<file path="config.mk">
export PLATFORM = sky130hd
export DESIGN_NAME = event_frame_sender_flat
export DESIGN_NICKNAME = d
export VERILOG_FILES = /design/src/rtl/event_frame_sender_if.sv /design/src/rtl/event_frame_sender.sv /design/src/flat_wrapper.sv
export SDC_FILE = /design/constraint.sdc
export NUM_CORES = 1
export LEC_CHECK = 0
export CORE_AREA = 2 2 95 97
export CTS_CLUSTER_DIAMETER = 200
export DETAILED_ROUTE_END_ITERATION = 12
export DIE_AREA = 0 0 97 99
export PLACE_DENSITY_LB_ADDON = 0.1
export SETUP_SLACK_MARGIN = 0.05
export SYNTH_ARGS = -nofsm -noshare
export SYNTH_HDL_FRONTEND = slang
export SYNTH_SLANG_ARGS = --single-unit
</file>
<file path="constraint.sdc">
create_clock -name clock -period 5.92 [get_ports clock]
set_input_delay 1.776 -clock clock [delete_from_list [all_inputs] [get_ports clock]]
set_output_delay 1.776 -clock clock [all_outputs]
set_load 0.005 [all_outputs]
</file>
<file path="src/rtl/event_frame_sender_if.sv">
// rtl/event_frame_sender_if.sv - handshake bundle between event logic, frame sender and UART TX
//
// Purpose: groups the request, payload, UART handshake and status signals of
// event_frame_sender so they can be passed as one port.
// Signals:
//   habilitar_envio  level request to send one frame
//   uart_ocupado     UART TX busy while a byte is shifted out
//   buffer_envio     payload, most significant byte sent first
//   iniciar_envio    one-cycle strobe starting one UART byte
//   dado_saida       byte presented to the UART
//   envio_concluido  one-cycle pulse when the frame has finished
//   ocupado          high from frame acceptance until envio_concluido
// Modports: master = frame sender, slave = surrounding logic / UART.
interface event_frame_sender_if #(
  parameter int PAYLOAD_BYTES = 1
);
  logic                       habilitar_envio;
  logic                       uart_ocupado;
  logic [8*PAYLOAD_BYTES-1:0] buffer_envio;
  logic                       iniciar_envio;
  logic [7:0]                 dado_saida;
  logic                       envio_concluido;
  logic                       ocupado;

  modport master (
    input  habilitar_envio,
    input  uart_ocupado,
    input  buffer_envio,
    output iniciar_envio,
    output dado_saida,
    output envio_concluido,
    output ocupado
  );

  modport slave (
    output habilitar_envio,
    output uart_ocupado,
    output buffer_envio,
    input  iniciar_envio,
    input  dado_saida,
    input  envio_concluido,
    input  ocupado
  );
endinterface

</file>
<file path="src/rtl/event_frame_sender.sv">
// rtl/event_frame_sender.sv - UART event-frame transmitter (header, payload, optional XOR checksum)
//
// Purpose: sends EVENT_CODE, then PAYLOAD_BYTES bytes of a payload snapshot
// (MSB byte first), then optionally the XOR of header and payload, one byte
// per UART transaction. A strobe that the UART does not acknowledge within
// ACK_TIMEOUT cycles is re-issued. A held request sends one frame only.
// Ports:
//   clock  system clock, rising edge
//   reset  synchronous active-low reset
//   bus    event_frame_sender_if.master (request, payload, UART handshake, status)
module event_frame_sender #(
  parameter logic [7:0] EVENT_CODE    = 8'hAE,
  parameter int         PAYLOAD_BYTES = 1,
  parameter int         CHECKSUM_EN   = 0,
  parameter int         ACK_TIMEOUT   = 15
) (
  input  logic                 clock,
  input  logic                 reset,
  event_frame_sender_if.master bus
);

  localparam int         PW        = 8 * PAYLOAD_BYTES;
  localparam int         FRAME_LEN = 1 + PAYLOAD_BYTES + CHECKSUM_EN;
  localparam logic [4:0] IDX_LAST  = 5'(FRAME_LEN - 1);
  localparam logic [4:0] IDX_PB    = 5'(PAYLOAD_BYTES);
  localparam logic [7:0] CNT_LAST  = 8'(ACK_TIMEOUT - 1);

  typedef enum logic [2:0] {
    S_IDLE,
    S_ISSUE,
    S_WAIT_ACK,
    S_WAIT_DONE,
    S_DONE
  } state_t;

  state_t        r_state;
  state_t        w_next_state;
  logic [PW-1:0] r_snap;
  logic [4:0]    r_idx;
  logic [7:0]    r_csum;
  logic [7:0]    r_cnt;
  logic          r_armed;
  logic [7:0]    r_dado;

  logic          w_accept;
  logic          w_strobe;
  logic          w_byte_done;
  logic [4:0]    w_next_idx;
  logic [7:0]    w_csum_next;

  assign w_next_idx  = r_idx + 5'd1;
  assign w_csum_next = r_csum ^ r_dado;

  always_comb begin
    w_next_state = r_state;
    w_accept     = 1'b0;
    w_strobe     = 1'b0;
    w_byte_done  = 1'b0;
    case (r_state)
      S_IDLE: begin
        if (bus.habilitar_envio && r_armed) begin
          w_accept     = 1'b1;
          w_next_state = S_ISSUE;
        end
      end
      S_ISSUE: begin
        // Strobe is gated by the live busy flag so it can never overlap busy.
        if (!bus.uart_ocupado) begin
          w_strobe     = 1'b1;
          w_next_state = S_WAIT_ACK;
        end
      end
      S_WAIT_ACK: begin
        if (bus.uart_ocupado) begin
          w_next_state = S_WAIT_DONE;
        end else if (r_cnt == CNT_LAST) begin
          // This cycle's increment would reach ACK_TIMEOUT: re-issue.
          w_next_state = S_ISSUE;
        end
      end
      S_WAIT_DONE: begin
        if (!bus.uart_ocupado) begin
          w_byte_done  = 1'b1;
          w_next_state = (r_idx == IDX_LAST) ? S_DONE : S_ISSUE;
        end
      end
      S_DONE: begin
        w_next_state = S_IDLE;
      end
      default: begin
        w_next_state = S_IDLE;
      end
    endcase
  end

  always_ff @(posedge clock) begin
    if (!reset) begin
      r_state <= S_IDLE;
      r_snap  <= '0;
      r_idx   <= 5'd0;
      r_csum  <= 8'h00;
      r_cnt   <= 8'h00;
      r_armed <= 1'b1;
      r_dado  <= 8'h00;
    end else begin
      r_state <= w_next_state;

      if (r_state == S_IDLE && !bus.habilitar_envio) begin
        r_armed <= 1'b1;
      end

      if (w_accept) begin
        r_snap  <= bus.buffer_envio;
        r_csum  <= EVENT_CODE;
        r_idx   <= 5'd0;
        r_armed <= 1'b0;
        r_dado  <= EVENT_CODE;
      end

      if (w_strobe) begin
        r_cnt <= 8'h00;
      end else if (r_state == S_WAIT_ACK && !bus.uart_ocupado) begin
        r_cnt <= r_cnt + 8'h01;
      end

      // Only payload bytes are folded; the header is the checksum seed.
      if (w_byte_done && r_idx != 5'd0 && r_idx <= IDX_PB) begin
        r_csum <= w_csum_next;
      end

      // The snapshot is consumed as a shift register: its top byte is
      // always the next payload byte, so dado_saida is loaded one step
      // ahead and stays stable through ISSUE/WAIT_ACK/WAIT_DONE.
      if (w_byte_done && r_idx != IDX_LAST) begin
        r_idx <= w_next_idx;
        if (w_next_idx <= IDX_PB) begin
          r_dado <= r_snap[PW-1 -: 8];
          r_snap <= r_snap << 8;
        end else begin
          r_dado <= w_csum_next;
        end
      end
    end
  end

  assign bus.iniciar_envio   = w_strobe;
  assign bus.dado_saida      = r_dado;
  assign bus.envio_concluido = (r_state == S_DONE);
  assign bus.ocupado         = (r_state != S_IDLE);

endmodule
</file>
<file path="src/flat_wrapper.sv">
// flat-port wrapper written by rule: the top's interface ports become plain ports
module event_frame_sender_flat 
#(
  parameter logic [7:0] EVENT_CODE    = 8'hAE,
  parameter int         PAYLOAD_BYTES = 1,
  parameter int         CHECKSUM_EN   = 0,
  parameter int         ACK_TIMEOUT   = 15
)
  (clock, reset, bus_habilitar_envio, bus_uart_ocupado, bus_buffer_envio, bus_iniciar_envio, bus_dado_saida, bus_envio_concluido, bus_ocupado);
  event_frame_sender_if #(.PAYLOAD_BYTES(PAYLOAD_BYTES)) bus_i ();
  input  logic clock;
  input  logic reset;
  input wire logic [$bits(bus_i.habilitar_envio)-1:0] bus_habilitar_envio;
  input wire logic [$bits(bus_i.uart_ocupado)-1:0] bus_uart_ocupado;
  input wire logic [$bits(bus_i.buffer_envio)-1:0] bus_buffer_envio;
  output wire logic [$bits(bus_i.iniciar_envio)-1:0] bus_iniciar_envio;
  output wire logic [$bits(bus_i.dado_saida)-1:0] bus_dado_saida;
  output wire logic [$bits(bus_i.envio_concluido)-1:0] bus_envio_concluido;
  output wire logic [$bits(bus_i.ocupado)-1:0] bus_ocupado;
  assign bus_i.habilitar_envio = bus_habilitar_envio;
  assign bus_i.uart_ocupado = bus_uart_ocupado;
  assign bus_i.buffer_envio = bus_buffer_envio;
  assign bus_iniciar_envio = bus_i.iniciar_envio;
  assign bus_dado_saida = bus_i.dado_saida;
  assign bus_envio_concluido = bus_i.envio_concluido;
  assign bus_ocupado = bus_i.ocupado;
  event_frame_sender #(.EVENT_CODE(EVENT_CODE), .PAYLOAD_BYTES(PAYLOAD_BYTES), .CHECKSUM_EN(CHECKSUM_EN), .ACK_TIMEOUT(ACK_TIMEOUT)) u_core (.clock(clock), .reset(reset), .bus(bus_i));
endmodule
</file>
==> out/results.ini <==
[route]
drt_pre_antenna_iters = 4
post_drt_wl_per_cell_um = 13.6
drc_errors = 0
wl_um = 4930
drt_iter0_drc = 83
post_drt_via_cell_ratio = 4.69
antenna_left = 0
vias = 1693

[status]
outcome = finished clean

[setup_path]
reg2regPathDepth = 8
path_class = in2out
critical_path.slowest_cell = clkdlybuf4s50_1
cpMostUsedCell = clkdlybuf4s50_1
critPathCaptureType = output port
r2r-start = u_core.r_idx[0]
cp.arrival_ns = 3.15
crit_required_ns = 4.14
timing.rr.end = u_core.bus.dado_saida[2]
max_stage_delay_ns = 0.54
crit_chain = clkdlybuf4s50_1, nand2b_1, nor3_1, clkdlybuf4s50_1
cp-start-kind = input port
reg2reg_slack_ns = 3.29
cp_max_fo = 5

[synthesis]
postSynthAreaPerCell_um2 = 9.02
syn_inst = 233
syn-cell-area_mm2 = 0.00210
ys_seq_area_share_pct = 39.0
synthArstFlopShare_pct = 0
syn_nets = 251
ys_ff_latch = 41
synth_cell_types = 51
synth_edf_count = 0
yosys_warnings = 0
synth_flop_cell = dfxtp_1

[sta]
finalSetupViolCount = 0
slew_headroom_pct = 27.1
final_max_slew_viol_count = 0
finalSetupTns_ns = 0
max_freq_mhz = 203
fin_crit_ns = 4.93
rsz0062_at_grt = false
hold_viol = 0
skew_ns = 0.0114
worst_pin_slew_ns = 1.08
period_share_pct = 83.2

[clock_tree]
numClockSinks = 41
clockBufferDepth = 2
path_clk_slew_ns = 0.08
cts_max_level = 2
insertion_delay_ns = 0.30
cts_setup_buffers = 0
root_buffer = clkbuf_8
cts_tree = built
postCtsHoldBufs = 0
cts_made_buffers = 5
cts_resized = 0

[grt]
grt_use_total_pct = 10.9
use_met1_pct = 14.3
use_met2_pct = 17.7
grt_antenna_before_repair = 0
grt_first_pass_wirelength_um = 8420
grt_pass1_vias = 1642
grt.busiest_layer = met2
met3_usage_pct = 2.34
grt_overflow = 0
grt_max_degree = 28

[pwr]
p_leak_uw = 0.000900
finalPower_uw = 592
ir_worst_vdd_mv = 0.0929
powerDensity_mw_per_mm2 = 238

[cells_and_area]
fill_cells = 918
nNetsFinal = 270
area_growth_pct = 18.3
antenna_cells = 0
drive_gt1_share_pct = 14.2
fin_area_mm2 = 0.00249
final_core_util_pct = 29.1
final_cells = 361

[placement]
gp_congestion = 0.706
dp_cells = 353
hpwl_um = 3350
place_area_mm2 = 0.00240
io_buffers = 22

[floorplan]
die_w_um = 97
die_h_um = 99
initial_core_util_pct = 24.6
io_pins = 23
die-area_mm2 = 0.00960
row_count = 34
core_mm2 = 0.00855

[hold_path]
min_to = u_core.r_snap[0]
hold_path.class = reg2reg
hold_depth = 2
hp-start = u_core.r_snap[0]

[job]
drv_cap = 0

[area by class of cell]
class	instances	area, um^2	area share, %
Clock buffer	5	68.8	2.77
Sequential cell	41	821	33.0
Tap cell	108	135	5.44
Clock inverter	3	17.5	0.705
Multi-Input combinational cell	176	1190	47.9
Timing Repair Buffer	25	243	9.76
Inverter	3	11.3	0.453
[per-layer routing]
layer / routed length [um] / part of all wire [%]
met5: 0 / 0
met4: 85 / 1.7
met3: 103 / 2.1
met2: 2350 / 48
met1: 2390 / 48
[state kept, by name, indices dropped and copies added, names as in the netlist]
register and flops:
u_core.bus.dado_saida 8, u_core.r_cnt 8, u_core.r_csum 8, u_core.r_snap 8, u_core.r_idx 5, u_core.r_state 3
u_core.r_armed 1
[worst max-delay path, delay by kind of cell]
family	cells	cell delay [ns]
buf+inv	2	1.01
simple gates	2	0.37
[layout by cell type (no fill, tap or decap), drive strengths merged, types with 3 or more instances in the layout]
| cell type | instances |
|---|---|
| clkbuf | 5 |
| o21bai | 4 |
| a211oi | 4 |
| mux2 | 5 |
| buf | 3 |
| o211a | 4 |
| a21boi | 5 |
| nand3 | 5 |
| ha | 6 |
| or2 | 4 |
| xnor2 | 4 |
| nand2b | 9 |
| and2 | 3 |
| nor2b | 3 |
| o21a | 3 |
| a21oi | 14 |
| xor2 | 5 |
| o31a | 5 |
| nor2 | 25 |
| dfxtp | 41 |
| clkdlybuf4s50 | 22 |
| o221a | 6 |
| a32o | 3 |
| nor3b | 3 |
| nand2 | 27 |
| inv | 3 |
| o21ai | 7 |
[cell usage after synthesis, types with 4 or more instances]
cell type / number / area [um^2]
xor2_1: 5 / 43.8
o221a_2: 5 / 56.3
o21bai_2: 4 / 45.0
ha_1: 6 / 75.1
nor2_1: 22 / 82.6
clkbuf_1: 5 / 18.8
o21ai_0: 7 / 35.0
buf_2: 4 / 20.0
o211a_1: 4 / 40.0
nand3_1: 5 / 25.0
o31a_1: 5 / 43.8
dfxtp_1: 41 / 821
xnor2_1: 4 / 35.0
a211oi_1: 4 / 30.0
nand2_1: 25 / 93.8
mux2_2: 5 / 56.3
a21oi_1: 14 / 70.1
nand2b_1: 9 / 56.3
[worst max-delay path by stage]
stage,startpoint,slack (ns),depth (start not counted),to
6_report,bus_uart_ocupado,0.99,4,bus_iniciar_envio
5_1_grt,bus_uart_ocupado,0.90,4,bus_iniciar_envio
4_1_cts,bus_uart_ocupado,0.98,4,bus_iniciar_envio
3_5_place_dp,bus_uart_ocupado,0.98,4,bus_iniciar_envio
3_3_place_gp,bus_uart_ocupado,1.01,4,bus_iniciar_envio
2_1_floorplan,bus_uart_ocupado,2.04,2,bus_iniciar_envio
[kinds of logic (layout without fill, tap and decap cells)]
kind of cell,count (synthesis),in the layout,share of synthesized area [%]
AND/OR/NAND/NOR,96,96,24.8
AO/OA/AOI/OAI,60,60,21.8
adder cells (fa/ha/maj),6,6,3.57
flip-flops,41,41,39.0
multiplexers,5,5,2.68
buffers and inverters,16,36,4.35
XOR/XNOR,9,9,3.75
[power breakdown]
| group | internal (uW) | total [uW] | leakage [uW] | switching [uW] |
|---|---|---|---|---|
| clock | 81.6 | 188 | 0.0000439 | 107 |
| sequential | 293 | 307 | 0.000334 | 14.6 |
| combinational | 51.0 | 96.3 | 0.000522 | 45.3 |
| total | 425 | 592 | 0.000900 | 167 |
[through the flow]
step	hold slack [ns]	setup slack (ns)
floorplan	0.433	2.04
global placement	0.444	1.01
detailed placement	0.449	0.978
CTS	0.461	0.979
global route	0.482	0.904
finish	0.457	0.992
(Power assumes the default switching activity.)
